File: src/rtl/bus_pkg.sv
// Shared bus definitions used by masters, slaves and the arbiter.
// Holds arbiter state encodings, control-word field positions and the
// burst-code-to-beat-count mapping.
package bus_pkg;

  // Control word field positions
  localparam int unsigned CTRL_WAIT     = 0;
  localparam int unsigned CTRL_WE       = 1;
  localparam int unsigned CTRL_BURST_LO = 2;
  localparam int unsigned CTRL_BURST_HI = 4;
  localparam int unsigned BURST_CODE_W  = CTRL_BURST_HI - CTRL_BURST_LO + 1;
  localparam int unsigned BURST_LEN_W   = 4;

  typedef enum logic [2:0] {
    ST_IDLE       = 3'd0,
    ST_GRANT      = 3'd1,
    ST_ADDR       = 3'd2,
    ST_SLAVE_WAIT = 3'd3,
    ST_DATA       = 3'd4,
    ST_RELEASE    = 3'd5
  } bus_state_e;

  // Codes 0..3 give 1,2,4,8 beats; larger codes clamp to 8
  function automatic logic [BURST_LEN_W-1:0] burst_code_to_len(
    input logic [BURST_CODE_W-1:0] code
  );
    if (code >= BURST_CODE_W'(3)) return BURST_LEN_W'(8);
    return BURST_LEN_W'(BURST_LEN_W'(1) << code);
  endfunction

endpackage

File: src/rtl/bus_arbiter_rr_picker.sv
// Combinational round-robin selector.
// Ports: req (per-master request), rr_ptr (highest-priority index),
//        grant_c (one-hot winner), idx_c (winner index), valid_c (any request).
module rr_picker #(
  parameter int unsigned NUM_MASTERS = 4
) (
  input  logic [NUM_MASTERS-1:0] req,
  input  logic [2:0]             rr_ptr,
  output logic [NUM_MASTERS-1:0] grant_c,
  output logic [2:0]             idx_c,
  output logic                   valid_c
);

  logic       hi_found;
  logic [2:0] hi_idx;
  logic       lo_found;
  logic [2:0] lo_idx;

  // Lowest requester at/after rr_ptr wins; otherwise wrap to lowest overall
  always_comb begin
    hi_found = 1'b0;
    hi_idx   = '0;
    lo_found = 1'b0;
    lo_idx   = '0;
    grant_c  = '0;
    for (int i = int'(NUM_MASTERS) - 1; i >= 0; i--) begin
      if (req[i] && (3'(i) >= rr_ptr)) begin
        hi_found = 1'b1;
        hi_idx   = 3'(i);
      end
      if (req[i]) begin
        lo_found = 1'b1;
        lo_idx   = 3'(i);
      end
    end
    valid_c = hi_found | lo_found;
    idx_c   = hi_found ? hi_idx : lo_idx;
    for (int i = 0; i < int'(NUM_MASTERS); i++) begin
      if (valid_c && (idx_c == 3'(i))) grant_c[i] = 1'b1;
    end
  end

endmodule

File: src/rtl/bus_arbiter.sv
// Round-robin bus arbiter and master-side multiplexer.
// Ports: clk/rst (sync active-high), req/ack (request, registered one-hot grant),
//        m_bus/m_ctrl (flattened master outputs), s_wait (slave wait),
//        bus_shared/ctrl_shared (owner's bus/ctrl, combinational from state),
//        grant_idx, bus_busy, timeout_err (registered status).
module bus_arbiter
  import bus_pkg::*;
#(
  parameter int unsigned NUM_MASTERS  = 4,
  parameter int unsigned BUS_WIDTH    = 32,
  parameter int unsigned CTRL_WIDTH   = 8,
  parameter int unsigned WAIT_TIMEOUT = 255
) (
  input  logic                              clk,
  input  logic                              rst,
  input  logic [NUM_MASTERS-1:0]            req,
  output logic [NUM_MASTERS-1:0]            ack,
  input  logic [NUM_MASTERS*BUS_WIDTH-1:0]  m_bus,
  input  logic [NUM_MASTERS*CTRL_WIDTH-1:0] m_ctrl,
  input  logic                              s_wait,
  output logic [BUS_WIDTH-1:0]              bus_shared,
  output logic [CTRL_WIDTH-1:0]             ctrl_shared,
  output logic [2:0]                        grant_idx,
  output logic                              bus_busy,
  output logic                              timeout_err
);

  bus_state_e               state_q, state_d;
  logic [2:0]               owner_q, owner_d;
  logic [2:0]               rr_ptr_q, rr_ptr_d;
  logic [BURST_LEN_W-1:0]   burst_len_q, burst_len_d;
  logic [2:0]               beat_cnt_q, beat_cnt_d;
  logic [7:0]               wait_cnt_q, wait_cnt_d;
  logic [NUM_MASTERS-1:0]   ack_q, ack_d;
  logic                     busy_q, busy_d;
  logic                     timeout_q, timeout_d;

  logic [NUM_MASTERS-1:0]   pick_grant;
  logic [2:0]               pick_idx;
  logic                     pick_valid;
  logic                     owner_req_c;
  logic                     tenure_c;
  logic [7:0]               wait_inc_c;
  logic                     wait_hit_c;
  logic                     last_beat_c;

  rr_picker #(.NUM_MASTERS(NUM_MASTERS)) u_picker (
    .req     (req),
    .rr_ptr  (rr_ptr_q),
    .grant_c (pick_grant),
    .idx_c   (pick_idx),
    .valid_c (pick_valid)
  );

  // Owner's request line, used for early-drop detection
  always_comb begin
    owner_req_c = 1'b0;
    for (int i = 0; i < int'(NUM_MASTERS); i++) begin
      if (owner_q == 3'(i)) owner_req_c = req[i];
    end
  end

  assign tenure_c    = (state_q == ST_GRANT) || (state_q == ST_ADDR) ||
                       (state_q == ST_SLAVE_WAIT) || (state_q == ST_DATA);
  assign wait_inc_c  = (wait_cnt_q == 8'hFF) ? 8'hFF : wait_cnt_q + 8'd1;
  assign wait_hit_c  = (wait_inc_c >= 8'(WAIT_TIMEOUT));
  assign last_beat_c = (beat_cnt_q == 3'(burst_len_q - BURST_LEN_W'(1)));

  // State and datapath registers
  always_ff @(posedge clk) begin
    if (rst) begin
      state_q     <= ST_IDLE;
      owner_q     <= '0;
      rr_ptr_q    <= '0;
      burst_len_q <= '0;
      beat_cnt_q  <= '0;
      wait_cnt_q  <= '0;
      ack_q       <= '0;
      busy_q      <= 1'b0;
      timeout_q   <= 1'b0;
    end else begin
      state_q     <= state_d;
      owner_q     <= owner_d;
      rr_ptr_q    <= rr_ptr_d;
      burst_len_q <= burst_len_d;
      beat_cnt_q  <= beat_cnt_d;
      wait_cnt_q  <= wait_cnt_d;
      ack_q       <= ack_d;
      busy_q      <= busy_d;
      timeout_q   <= timeout_d;
    end
  end

  // Next-state logic; an owner dropping req abandons the tenure from any busy state
  always_comb begin
    state_d = state_q;
    case (state_q)
      ST_IDLE:       if (pick_valid) state_d = ST_GRANT;
      ST_GRANT:      state_d = owner_req_c ? ST_ADDR : ST_RELEASE;
      ST_ADDR:       state_d = owner_req_c ? ST_SLAVE_WAIT : ST_RELEASE;
      ST_SLAVE_WAIT: begin
        if (!owner_req_c)    state_d = ST_RELEASE;
        else if (!s_wait)    state_d = ST_DATA;
        else if (wait_hit_c) state_d = ST_RELEASE;
      end
      ST_DATA:       if (!owner_req_c || last_beat_c) state_d = ST_RELEASE;
      ST_RELEASE:    state_d = ST_IDLE;
      default:       state_d = ST_IDLE;
    endcase
  end

  // Next values for counters and registered outputs
  always_comb begin
    owner_d     = owner_q;
    rr_ptr_d    = rr_ptr_q;
    burst_len_d = burst_len_q;
    beat_cnt_d  = beat_cnt_q;
    wait_cnt_d  = wait_cnt_q;
    timeout_d   = 1'b0;
    case (state_q)
      ST_IDLE: begin
        if (pick_valid) owner_d = pick_idx;
        beat_cnt_d = '0;
        wait_cnt_d = '0;
      end
      ST_ADDR: begin
        burst_len_d = burst_code_to_len(ctrl_shared[CTRL_BURST_HI:CTRL_BURST_LO]);
        wait_cnt_d  = '0;
      end
      ST_SLAVE_WAIT: begin
        wait_cnt_d = wait_inc_c;
        beat_cnt_d = '0;
        timeout_d  = owner_req_c && s_wait && wait_hit_c;
      end
      ST_DATA:    beat_cnt_d = beat_cnt_q + 3'd1;
      ST_RELEASE: rr_ptr_d = (owner_q == 3'(NUM_MASTERS - 1)) ? 3'd0 : owner_q + 3'd1;
      default:    ;
    endcase
    busy_d = (state_d == ST_GRANT) || (state_d == ST_ADDR) ||
             (state_d == ST_SLAVE_WAIT) || (state_d == ST_DATA);
    if (state_q == ST_IDLE) ack_d = pick_grant;
    else                    ack_d = busy_d ? (NUM_MASTERS'(1) << owner_q) : '0;
  end

  // Owner-to-shared-bus mux; the slave-side wait bit is never forwarded
  always_comb begin
    bus_shared  = '0;
    ctrl_shared = '0;
    if (tenure_c) begin
      for (int i = 0; i < int'(NUM_MASTERS); i++) begin
        if (owner_q == 3'(i)) begin
          bus_shared  = m_bus[i*BUS_WIDTH +: BUS_WIDTH];
          ctrl_shared = m_ctrl[i*CTRL_WIDTH +: CTRL_WIDTH];
        end
      end
      ctrl_shared[CTRL_WAIT] = 1'b0;
    end
  end

  assign ack         = ack_q;
  assign bus_busy    = busy_q;
  assign grant_idx   = owner_q;
  assign timeout_err = timeout_q;

endmodule

File: config.mk
export PLATFORM = sky130hd
export DESIGN_NAME = bus_arbiter
export DESIGN_NICKNAME = d
export VERILOG_FILES = /design/src/rtl/bus_pkg.sv /design/src/rtl/bus_arbiter_rr_picker.sv /design/src/rtl/bus_arbiter.sv
export SDC_FILE = /design/constraint.sdc
export NUM_CORES = 1
export LEC_CHECK = 0
export BUFFER_PORTS_ARGS = -buffer_cell sky130_fd_sc_hd__buf_2
export CAP_MARGIN = 10
export CORE_MARGIN = 10
export CORE_UTILIZATION = 41
export DETAILED_ROUTE_END_ITERATION = 12
export GPL_ROUTABILITY_DRIVEN = 0
export PLACE_DENSITY = 0.82
export SYNTH_ARGS = -nofsm -noshare
export SYNTH_HDL_FRONTEND = slang
export SYNTH_SLANG_ARGS = --single-unit
File: constraint.sdc
create_clock -name clk -period 2.3 [get_ports clk]
set_input_delay 0.115 -clock clk [delete_from_list [all_inputs] [get_ports clk]]
set_output_delay 0.115 -clock clk [all_outputs]
set_load 0.01 [all_outputs]
==> results of run 1 <==
## what timing repair did
| item | 4_1_cts | 5_1_grt |
|---|---|---|
| hold endpoints to repair | 0 | 0 |
| endpoints found under the setup margin | 36 | 42 |
| buffers inserted | 0 | 5 |
| cloned | 0 | 1 |
| pin swaps | 0 | 4 |
| resized for setup | 7 | 28 |
## cells by family after synthesis
| logic type | after synthesis | share of synthesized area |
|---|---|---|
| adder cells (fa/ha/maj) | 7 | 0.03058 |
| AO/OA/AOI/OAI | 138 | 0.3285 |
| XOR/XNOR | 3 | 0.01442 |
| buffers and inverters | 57 | 0.08519 |
| flip-flops | 27 | 0.1887 |
| other | 1 | 0.001309 |
| multiplexers | 3 | 0.01049 |
| AND/OR/NAND/NOR | 205 | 0.3408 |
## flip-flops by register name, summed over array words and instances, names as in the netlist
signal and count:
burst_len_q 3, beat_cnt_q 3, grant_idx 2, bus_busy 1, state_q 3, ack 4, timeout_err 1, wait_cnt_q 8
rr_ptr_q 2
## layout make-up
cell class                 count  area [µm²]
tap                           96       120.1
timing repair buffer         234        1272
sequential                    27       543.0
fill                         609        2512
clock inverter                 1       7.507
clock buffer                   3       41.29
multi-input combinational    359        2231
inverter                      15       58.81
antenna                        3       7.507
## cell usage after synthesis, types with 2 or more instances
cell type,instances,area share
nand3b_1,8,0.021
o211ai_1,2,0.0052
or3b_1,3,0.0092
a31oi_1,3,0.0066
dfxtp_1,27,0.19
nand3_1,5,0.0087
nand4_1,2,0.0044
a221oi_1,37,0.11
or3_1,2,0.0044
nor2b_1,4,0.0087
nand2b_1,3,0.0066
nor2_1,103,0.13
a21oi_1,53,0.093
inv_1,14,0.018
mux2i_1,3,0.010
o22ai_1,8,0.017
a21oi_2,2,0.0061
o21ai_0,13,0.023
xnor2_1,2,0.0061
buf_1,4,0.0052
buf_4,2,0.0052
o21ai_1,3,0.0052
nand4b_1,2,0.0061
ha_1,7,0.031
nand2_1,19,0.025
nor3_1,45,0.079
buf_6,2,0.0079
o22a_1,4,0.012
clkbuf_1,28,0.037
buf_2,6,0.010
## metrics by stage
step	instances	setup slack, ps	util	area, µm²
2_1_floorplan	442	242.8	-	2868
3_5_place_dp	725	-25.59	0.5908	4014
3_3_place_gp	725	68.83	0.5908	4014
4_1_cts	729	-59.26	0.6026	4094
5_1_grt	738	-40.49	0.6302	4282
6_report	738	54.19	0.6302	4282
## worst paths after layout
check / endpoint / cells past startpoint / slack [ps] / start
worst min register to register: burst_len_q[0]$_SDFFE_PP0P_ / 2 / 500 / burst_len_q[0]$_SDFFE_PP0P_
worst min-delay path: timeout_err$_SDFF_PP0_ / 3 / 90 / s_wait
worst max register to register: ack[1]$_SDFF_PP0_ / 9 / 110 / grant_idx[1]$_SDFFE_PP0P_
worst max-delay path: bus_shared[27] / 10 / 50 / grant_idx[1]$_SDFFE_PP0P_
## where the power goes
group / internal [µW] / switching [µW]
Combinational: 949 / 1320
Sequential: 518 / 35.5
Clock: 124 / 165
Total: 1590 / 1520
## worst reg2reg max path, stage by stage, from the launching register on
cell	delay, ps
dfxtp_2	340
buf_4	140
ha_1	240
buf_4	210
nand2b_1	80
o22ai_1	140
o311ai_1	280
nand4_1	160
a21o_2	270
o22ai_1	240
## layer usage
| metal | routed length (µm) | global-route usage | vias to the layer above | part of all wire |
|---|---|---|---|---|
| met5 | 0 | 0 | - | 0 |
| met4 | 331 | 0.06653 | 0 | 0.023 |
| met3 | 1583 | 0.05081 | 27 | 0.11 |
| met2 | 7544 | 0.4414 | 279 | 0.53 |
| met1 | 4836 | 0.2549 | 1897 | 0.34 |
| li1 | - | - | 2018 | - |
==> impl_metrics.yaml, run 1 <==
routing:
  vias: 4221
  drt-total-wl_um: 14300
  first_pass_iters: 5
  routed_via_density: 5.720
  drc: 0
  ant_nets: 0
  drtIter0Drc: 320
  wl_per_cell_um: 19.37
worst_setup_path:
  critPathMaxFanout: 14
  crit_buf_inv: 5
  cp_data_arrival_time_ps: 2130
  cp-start-kind: "flip-flop"
  crit_top_cell: "buf_8"
  required_ps: 2180
  critical_path.cell_chain: "inv_1, ha_4, buf_6, buf_8, buf_8, a221oi_2, nor3_1, a21oi_1, nor2_1, buf_2"
  crit_family: "buffers and inverters"
  worst_path_largest_cell_delay_ps: 340
  crit_type: "reg -> out"
  cpMaxStageDelayCell: "dfxtp_2"
  endpoint_kind: "primary output"
die:
  core_um2: 6794
  rows: 30
  die_area_um2: 10730
  die_x_um: 103.6
  initial_core_util: 0.4215
  boundaryPins: 216
  die_y_um: 103.6
sta:
  timing.final.crit_share: 0.9764
  period_minus_slack_ps: 2246
  finalHoldViolCount: 0
  setup_viol: 0
  skew_ps: 6.319
  max-slew-margin-rel: 0.5512
  timing.setup.tns_ps: 0
  max_slew.worst_pin.slew_ps: 668.1
  fmax_mhz: 445.3
  slew_violations: 0
  rsz0062_at_grt: "yes"
  hold_slack_ps: 92.67
outcome:
  status: "finished, final reports clean"
cells_and_area:
  area_growth_pct: 49.50
  drive_gt1_frac: 0.4257
  mostFrequentLayoutCell: "buf_2"
  nets: 814
  final_cell_mix: "209 x buf_2, 103 x nor2_1, 51 x a21oi_1, 43 x nor3_1, 25 x dfxtp_1"
clock_network:
  worstSkewPairLatency_ps: 280
  clkTransAtPathRegs_ps: 100
  ctsLongestPathBuffers: 2
  cts_hold_buffers: 0
  htree_levels: 1
  root_buffer: "clkbuf_8"
  cts_inserted_buffers: 3
  cts_tree: "built"
  cts_sinks: 27
synth:
  synth-edff-count: 0
  avgSynthCellArea_um2: 6.494
  ys.warnings.count: 0
  synthesis.area_um2: 2864
  synth_cells: 441
  yosysUniqueCellTypes: 55
  yosysSeqAreaShare: 0.1887
  ys.flop_type: "dfxtp_1"
  ys_ff_latch: 27
  async_flop_share: 0
pwr:
  finalPower_uw: 3108
  power_density_nw_per_um2: 725.9
  peakVddDrop_v: 0.0003193
  p_leak_uw: 0.002046
run:
  maxCapViolCount: 0
global_route:
  track_usage: 0.2349
  grt_start_max_net_pins: 30
  grt_pass1_vias: 4051
  grt_pass1_wl_um: 21230
  antenna_found_initial: 3
  grt_overflow_total: 0
hold_path:
  min_path_type: "in -> reg"
place:
  io_buffers: 209
  hpwlAfterDp_um: 11470
Note: power is estimated with default switching activity, not from simulation.
==> run 2, diff against run 1 <==
==> constraint.sdc (replaced) <==
create_clock -name clk -period 2.3 [get_ports clk]
set_input_delay 0.23 -clock clk [delete_from_list [all_inputs] [get_ports clk]]
set_output_delay 0.23 -clock clk [all_outputs]
set_load 0.01 [all_outputs]
==> run 2 against run 1 <==
Setup slack gained 30 ps; flip-flop and latch count is the same; critical endpoint is now bus_shared[24]; via count grew 1.2%; clock power shrank 5%; critical path depth is the same; register-to-register slack lost 20 ps; largest power group unchanged; critical path type unchanged; maximum frequency grew 1.4%.
==> impl_metrics.yaml, run 2 (synthesized netlist as in run 1, its figures left out) <==
sta:
  period_minus_slack_ps: 2216
  slew_violations: 0
  setup_viol: 0
  timing.setup.tns_ps: 0
  timing.final.crit_share: 0.9634
  worst_slack_ps: 84.17
  skew_ps: 3.484
  max-slew-margin-rel: 0.5726
  hold_slack_ps: 211.6
  max_slew.worst_pin.slew_ps: 636.2
  finalHoldViolCount: 0
  fmax_mhz: 451.3
pwr:
  p_leak_uw: 0.002091
  pwr-share-clk: 0.086
  power_frac_seq: 0.173
  p_comb_frac: 0.741
  power.internal_uw: 1665
  sw_frac_of_total: 0.4790
  power_density_nw_per_um2: 729.6
  peakVddDrop_v: 0.0003326
  power_switching_uw: 1531
die:
  die_y_um: 103.6
  die_area_um2: 10730
  die_x_um: 103.6
  boundaryPins: 216
  initial_core_util: 0.4215
  core_um2: 6794
  rows: 30
routing:
  vias: 4271
  drt-total-wl_um: 14500
  ant_nets: 0
  first_pass_iters: 5
  drc: 0
  routed_via_density: 5.748
  wl_per_cell_um: 19.52
  drtIter0Drc: 353
worst_setup_path:
  cp_data_arrival_time_ps: 1990
  crit_type: "reg -> out"
  critPathMaxFanout: 19
  required_ps: 2070
  cp-start-kind: "flip-flop"
  endpoint_kind: "primary output"
global_route:
  antenna_found_initial: 5
  grt_pass1_wl_um: 21290
  grt_pass1_vias: 4063
  grt_overflow_total: 0
  track_usage: 0.2365
  grt_start_max_net_pins: 28
cells_and_area:
  largest_reg_flops: 8
  area_growth_pct: 52.95
  nets: 817
  post-route-util: 0.6448
  final_cell_mix: "209 x buf_2, 103 x nor2_1, 50 x a21oi_1, 41 x nor3_1, 28 x a221oi_1"
  mostFrequentLayoutCell: "buf_2"
  drive_gt1_frac: 0.4330
  regMostFlops: "wait_cnt_q"
clock_network:
  cts_inserted_buffers: 3
  cts_tree: "built"
  htree_levels: 1
  cts_sinks: 27
  root_buffer: "clkbuf_8"
  clkTransAtPathRegs_ps: 100
  worstSkewPairLatency_ps: 270
  ctsLongestPathBuffers: 2
place:
  place_ws_ps: -275.1
  io_buffers: 209
  hpwlAfterDp_um: 11260
run:
  maxCapViolCount: 0
outcome:
  status: "finished, final reports clean"
hold_path:
  min_path_type: "in -> reg"
run 2: critical path, cell delays in order (launching register included):
cell and delay, ps:
dfxtp_4 380, inv_1 60, buf_4 130, ha_2 210, inv_2 140, buf_12 170, nor2_1 60, nor3_1 220
a21oi_2 80, nor2_1 110, buf_2 150
run 2: layout make-up:
class	count	area (µm²)
Fill cell	579	2414
Multi-Input combinational cell	360	2262
Timing Repair Buffer	236	1339
Sequential cell	27	544.3
Tap cell	96	120.1
Inverter	15	56.30
Clock buffer	3	41.29
Antenna cell	5	12.51
Clock inverter	1	5.005
run 2: worst paths after layout:
| check | end | slack (ps) | depth (start not counted) | from |
|---|---|---|---|---|
| setup / recovery | bus_shared[24] | 80 | 10 | grant_idx[0]$_SDFFE_PP0P_ |
| hold / removal | timeout_err$_SDFF_PP0_ | 210 | 3 | s_wait |
| setup reg to reg | ack[1]$_SDFF_PP0_ | 90 | 9 | grant_idx[1]$_SDFFE_PP0P_ |
| hold reg to reg | beat_cnt_q[2]$_SDFFE_PP0P_ | 500 | 2 | beat_cnt_q[2]$_SDFFE_PP0P_ |
run 2: stage by stage:
stage               total power [µW]  cell area (µm²)  instances
floorplan                       1865             2868        442
detailed placement              2587             3979        722
finish                          3196             4380        743
global placement                2552             3979        722
global route                    3424             4380        743
CTS                             2968             4126        731
run 2: power by group through the flow:
stage               sequential [µW]  combinational, µW  clock [µW]
floorplan                       569               1300           0
global placement                558               1990           0
detailed placement              561               2030           0
CTS                             550               2140         279
global route                    561               2560         300
finish                          553               2370         275
run 2: routing by layer:
layer | track usage | wire, µm | part of all wire
met5 | 0 | 0 | 0
met3 | 0.06753 | 1462 | 0.10
met4 | 0.09778 | 502 | 0.035
met1 | 0.2500 | 5165 | 0.36
met2 | 0.4270 | 7370 | 0.51
run 2: repair_timing:
action | in CTS | in global routing
hold buffers | 0 | 0
setup endpoints to repair | 44 | 45
resized for setup | 9 | 36
pin swaps | 0 | 4
buffers inserted | 3 | 6
cloned | 2 | 1
